`src/rtl/router_req_scheduler.sv`:
```
// Round-robin scheduler sharing one router start port among NUM_LANES DFX requesters.
// Grants a lane, strobes router_start_req, then waits for router_ack or a timeout.
module router_req_scheduler #(
  parameter int unsigned NUM_LANES    = 4,
  parameter int unsigned ADDR_W       = 10,
  parameter int unsigned START_CYCLES = 2,
  parameter int unsigned TIMEOUT      = 256
) (
  input  logic                          clk,
  input  logic                          rst,
  input  logic [NUM_LANES-1:0]          lane_req,
  input  logic [NUM_LANES*ADDR_W-1:0]   lane_src_addr,
  input  logic [NUM_LANES*ADDR_W-1:0]   lane_dst_addr,
  input  logic [NUM_LANES*2-1:0]        lane_dst_dfx,
  output logic [NUM_LANES-1:0]          lane_done,
  output logic [NUM_LANES-1:0]          lane_err,
  output logic                          router_start_req,
  output logic [ADDR_W-1:0]             router_scr_addr,
  output logic [ADDR_W-1:0]             router_dst_addr,
  output logic [1:0]                    router_src_dfx,
  output logic [1:0]                    router_dst_dfx,
  input  logic                          router_ack,
  output logic                          busy
);

  localparam int unsigned LaneW = (NUM_LANES > 1) ? $clog2(NUM_LANES) : 1;
  localparam int unsigned CntW  = (TIMEOUT > 0) ? $clog2(TIMEOUT + 1) : 1;
  localparam int unsigned IssW  = (START_CYCLES > 1) ? $clog2(START_CYCLES) : 1;

  localparam logic [CntW-1:0] CntLast = CntW'(TIMEOUT - 1);
  localparam logic [CntW-1:0] CntMax  = '1;
  localparam logic [IssW-1:0] IssLast = IssW'(START_CYCLES - 1);

  typedef enum logic [1:0] {StIdle, StIssue, StWaitAck} state_e;

  state_e               state_q, state_d;
  logic [LaneW-1:0]     rr_ptr_q, rr_ptr_d;
  logic [LaneW-1:0]     grant_q, grant_d;
  logic [CntW-1:0]      cnt_q, cnt_d;
  logic [IssW-1:0]      iss_q, iss_d;
  logic                 start_q, start_d;
  logic [ADDR_W-1:0]    scr_q, scr_d;
  logic [ADDR_W-1:0]    dst_q, dst_d;
  logic [1:0]           src_dfx_q, src_dfx_d;
  logic [1:0]           dst_dfx_q, dst_dfx_d;
  logic [NUM_LANES-1:0] done_q, done_d;
  logic [NUM_LANES-1:0] err_q, err_d;
  logic                 busy_q, busy_d;

  logic [LaneW-1:0]     cand;
  logic [LaneW-1:0]     win;
  logic                 win_valid;
  logic [1:0]           win_dfx;
  logic                 win_illegal;

  // Scan from rr_ptr+NUM_LANES down to rr_ptr+1 so the nearest requester after rr_ptr wins last.
  always_comb begin
    win_valid = 1'b0;
    win       = '0;
    cand      = '0;
    for (int i = NUM_LANES; i >= 1; i--) begin
      cand = LaneW'((int'(rr_ptr_q) + i) % NUM_LANES);
      if (lane_req[cand]) begin
        win_valid = 1'b1;
        win       = cand;
      end
    end
    win_dfx     = lane_dst_dfx[int'(win)*2 +: 2];
    win_illegal = (win_dfx == 2'(win));
  end

  always_comb begin
    state_d   = state_q;
    rr_ptr_d  = rr_ptr_q;
    grant_d   = grant_q;
    cnt_d     = cnt_q;
    iss_d     = iss_q;
    start_d   = start_q;
    scr_d     = scr_q;
    dst_d     = dst_q;
    src_dfx_d = src_dfx_q;
    dst_dfx_d = dst_dfx_q;
    done_d    = '0;
    err_d     = '0;

    case (state_q)
      StIdle: begin
        if (win_valid) begin
          if (win_illegal) begin
            err_d    = NUM_LANES'(1) << win;
            rr_ptr_d = win;
          end else begin
            grant_d   = win;
            scr_d     = lane_src_addr[int'(win)*ADDR_W +: ADDR_W];
            dst_d     = lane_dst_addr[int'(win)*ADDR_W +: ADDR_W];
            dst_dfx_d = win_dfx;
            src_dfx_d = 2'(win);
            start_d   = 1'b1;
            iss_d     = '0;
            state_d   = StIssue;
          end
        end
      end
      StIssue: begin
        if (iss_q == IssLast) begin
          start_d = 1'b0;
          cnt_d   = '0;
          state_d = StWaitAck;
        end else begin
          iss_d = iss_q + 1'b1;
        end
      end
      StWaitAck: begin
        // Ack takes precedence over a timeout expiring on the same edge.
        if (router_ack) begin
          done_d   = NUM_LANES'(1) << grant_q;
          rr_ptr_d = grant_q;
          state_d  = StIdle;
        end else if (TIMEOUT != 0 && cnt_q == CntLast) begin
          err_d    = NUM_LANES'(1) << grant_q;
          rr_ptr_d = grant_q;
          state_d  = StIdle;
        end else if (cnt_q != CntMax) begin
          cnt_d = cnt_q + 1'b1;
        end
      end
      default: state_d = StIdle;
    endcase

    busy_d = (state_d != StIdle);
  end

  always_ff @(posedge clk) begin
    if (rst) begin
      state_q   <= StIdle;
      rr_ptr_q  <= LaneW'(NUM_LANES - 1);
      grant_q   <= '0;
      cnt_q     <= '0;
      iss_q     <= '0;
      start_q   <= 1'b0;
      scr_q     <= '0;
      dst_q     <= '0;
      src_dfx_q <= '0;
      dst_dfx_q <= '0;
      done_q    <= '0;
      err_q     <= '0;
      busy_q    <= 1'b0;
    end else begin
      state_q   <= state_d;
      rr_ptr_q  <= rr_ptr_d;
      grant_q   <= grant_d;
      cnt_q     <= cnt_d;
      iss_q     <= iss_d;
      start_q   <= start_d;
      scr_q     <= scr_d;
      dst_q     <= dst_d;
      src_dfx_q <= src_dfx_d;
      dst_dfx_q <= dst_dfx_d;
      done_q    <= done_d;
      err_q     <= err_d;
      busy_q    <= busy_d;
    end
  end

  assign lane_done        = done_q;
  assign lane_err         = err_q;
  assign router_start_req = start_q;
  assign router_scr_addr  = scr_q;
  assign router_dst_addr  = dst_q;
  assign router_src_dfx   = src_dfx_q;
  assign router_dst_dfx   = dst_dfx_q;
  assign busy             = busy_q;

endmodule

```
`config.mk`:
```
export PLATFORM = sky130hd
export DESIGN_NAME = router_req_scheduler
export DESIGN_NICKNAME = d
export VERILOG_FILES = /design/src/rtl/router_req_scheduler.sv
export SDC_FILE = /design/constraint.sdc
export NUM_CORES = 1
export LEC_CHECK = 0
export CORE_MARGIN = 2
export CORE_UTILIZATION = 42
export DETAILED_ROUTE_END_ITERATION = 6
export GPL_TIMING_DRIVEN = 0
export PLACE_DENSITY = 0.81
export SLEW_MARGIN = 20
export SYNTH_ARGS = -nofsm -noshare
export SYNTH_HDL_FRONTEND = slang
export SYNTH_SLANG_ARGS = --single-unit
```
`constraint.sdc`:
```
create_clock -name clk -period 3.2 [get_ports clk]
set_input_delay 0.32 -clock clk [delete_from_list [all_inputs] [get_ports clk]]
set_output_delay 0.32 -clock clk [all_outputs]
set_load 0.01 [all_outputs]
```
==> summary.txt <==
Status
  – Status: complete, no violations

STA
  – Period utilization: 0.811
  – Final Hold Vio Count: 0
  – FMAX: 0.385 GHz
  – Actual slew at the worst max-slew pin: 0.891 ns
  – Relative slew margins: 0.401
  – Final slew viol count: 0
  – Final setup violation count: 0
  – Fin Setup TNS: 0 ns
  – Clock Skew: 0.00830 ns
  – RSZ-0062 raised after global routing: false
  – Minimum clock period: 2.60 ns

Detailed routing
  – Avg Vias per Cell: 5.51
  – Post-route ant nets: 0
  – DRC viols: 0
  – Routed WL per cell: 16.4 um
  – Routed wire length: 8860 um
  – Iter 0 DRT Violations: 150
  – First-pass DRT Iterations: 4
  – Vias: 2972

Floorplanning
  – Die width: 85.6 um
  – Core area: 6390 um2
  – Chip Height: 85.6 um
  – Number of I/O pins: 129
  – Die area: 7330 um2
  – Floorplan row count: 29
  – Starting Density: 0.438

Clock network
  – TritonCTS Buffers: 5
  – Clk_lat worst skew: 0.30 ns
  – CTS Buffer Depth: 2
  – Clk sinks: 48
  – CTS Hold Bufs: 0
  – Post-CTS setup buffers: 0
  – Post-CTS sizing: 0
  – CTS H-tree lvls: 2
  – Root Buffer Master: clkbuf_8
  – TritonCTS clock tree: done
  – Worst-path clk slew: 0.09 ns

Critical path
  – R2r setup slk: 0.70 ns
  – CP Data Required Time: 3.42 ns
  – Cell breakdown of the critical path: clkdlybuf4s50_1 -> nand3b_1 -> a31oi_2 -> mux2_2 -> mux2i_1 -> clkbuf_1 -> o21ai_0 -> a21oi_1
  – Register-to-Register Path Depth: 9
  – CP Capture Type: flip-flop
  – Crit Path Class: in -> reg
  – Critical path fanouts, max: 10
  – CP max stage cell: clkdlybuf4s50_1
  – Crit-path max cell delay: 0.54 ns
  – Startpoint types: primary input
  – Crit path DAT: 2.82 ns

Pwr
  – Total chip power: 2.10 mW
  – Max VDD drop: 0.000292 V
  – Static Leak: 1.62 nW
  – Pwr dens: 490 nW/um2

Min path
  – Worst min path class: reg -> reg
  – Hold Crit Depth: 2

Logic synthesis
  – Register bit total from synthesis: 48
  – Top post-synthesis cells by area: dfxtp_1, mux2i_1, a21oi_1
  – Post-Syn Instances: 326
  – Synth top area share: 0.343
  – Post-synth net total: 424
  – Biggest area consumer among synthesized cells: dfxtp_1
  – Post-Syn Area: 2800 um2
  – Yosys cell types: 40
  – Post-Syn Area per Cell: 8.59 um2
  – Ys Warns: 0
  – Post-synthesis sequential area ratio: 0.343

Job
  – Max-cap viol count: 0

Cells and area
  – P&R area growth vs syn: 53.1%
  – Non-Filler Instances: 539
  – Share of layout cells above drive strength 1: 0.0498
  – Most common cell after layout, fill and taps aside: clkdlybuf4s50_1
  – Diode count: 0
  – Commonest cells after routing, fill and taps aside: clkdlybuf4s50_1, mux2i_1, dfxtp_1
  – Final nets: 559
  – Fillers: 554
  – Design area: 4280 um2

Place
  – Area after DPL: 4180 um2
  – Placed Cells incl. Taps: 531
  – Routability Congestion: 0.816
  – I/O Buffers: 128
  – HPWL Detailed: 6870 um

GRT
  – Initial antenna violation count: 0
  – Wire length of the first global-routing pass: 14600 um
  – Vias in the first global route: 3091
  – Largest net degree at the start of global routing: 15
  – Total gr overflow: 0
  – Total global routing track utilization: 0.249
==> flip-flops by register name, summed over array words and instances, names as in the netlist, 2 cells and up <==
name,flops
cnt_q,9
lane_done,4
lane_err,4
router_dst_addr,10
router_dst_dfx,2
router_scr_addr,10
router_src_dfx,2
rr_ptr_q,2
state_q,2
==> cell usage after synthesis <==
master / instances
mux2_2: 2
or3_1: 5
nor2_1: 18
xor2_1: 3
or4b_1: 1
buf_4: 2
o21ai_2: 1
a32oi_1: 1
nand3_1: 28
inv_1: 9
ha_1: 3
buf_1: 1
o41ai_2: 1
a22oi_1: 1
dfxtp_1: 48
nor4_1: 2
nor2b_1: 3
nand3b_1: 2
nor3b_1: 1
a31oi_2: 1
nor4b_1: 1
nand2_1: 9
buf_2: 8
nand2b_1: 5
o21ai_1: 1
and2_1: 1
o221ai_4: 1
a31oi_1: 2
a21o_1: 1
xnor2_1: 1
a211oi_1: 1
o22a_1: 1
nand4_1: 3
o21ai_0: 27
a21oi_1: 35
a221oi_1: 1
mux2i_1: 69
o311a_1: 1
nor3_1: 11
clkbuf_1: 14
==> metrics by stage <==
step / hold slack [ns] / setup slack (ns) / util
after floorplan: 0.449 / 0.939 / -
after global placement: 0.457 / 0.417 / 0.654
after detailed placement: 0.465 / 0.311 / 0.654
after CTS: 0.475 / 0.612 / 0.671
after global routing: 0.504 / 0.398 / 0.671
final: 0.478 / 0.605 / 0.671
==> worst max-delay path, delay by kind of cell <==
kind | cells | cell delay (ns)
buffers and inverters | 2 | 0.92
AND/OR/NAND/NOR | 1 | 0.11
AO/OA/AOI/OAI | 3 | 0.67
multiplexers | 2 | 0.80
==> kinds of logic (layout without fill, tap and decap cells) <==
family          Yosys count  count (layout)  synth area share
compound gates           76              76             0.161
xor+xnor                  4               4            0.0125
fa+ha+maj                 3               3            0.0134
buf+inv                  34             170            0.0519
flops                    48              48             0.343
mux                      71              71             0.255
simple gates             90              90             0.163
==> cell type report <==
type,instances,area [um2],share of cell area
Clock inverter,2,35.0,0.00818
Clock buffer,6,72.6,0.0169
Buffer,25,111,0.0260
Inverter,9,33.8,0.00789
Sequential cell,48,961,0.224
Timing Repair Buffer,128,1280,0.299
Multi-Input combinational cell,244,1690,0.395
Tap cell,77,96.3,0.0225
==> power breakdown <==
part           switching (mW)  total [mW]  internal, mW
clock                   0.191       0.423         0.232
sequential             0.0458       0.724         0.678
combinational           0.476       0.954         0.478
==> layer usage <==
metal  global-route usage  vias to the layer above  part of all wire
met1                0.292                     1376              0.40
met2                0.435                      126              0.49
met5                    0                        -                 0
met4                0.111                        0             0.030
met3               0.0539                       22             0.077
li1                     -                     1448                 -
==> path summary, 6_finish.rpt <==
| check | end | startpoint |
|---|---|---|
| setup / recovery | router_dst_addr[0] | lane_req[3] |
| hold / removal | router_scr_addr[4] | router_scr_addr[4] |
| setup reg to reg | cnt_q[5] | cnt_q[0] |
| hold reg to reg | router_scr_addr[4] | router_scr_addr[4] |
Power figures use the tool's default switching activity.
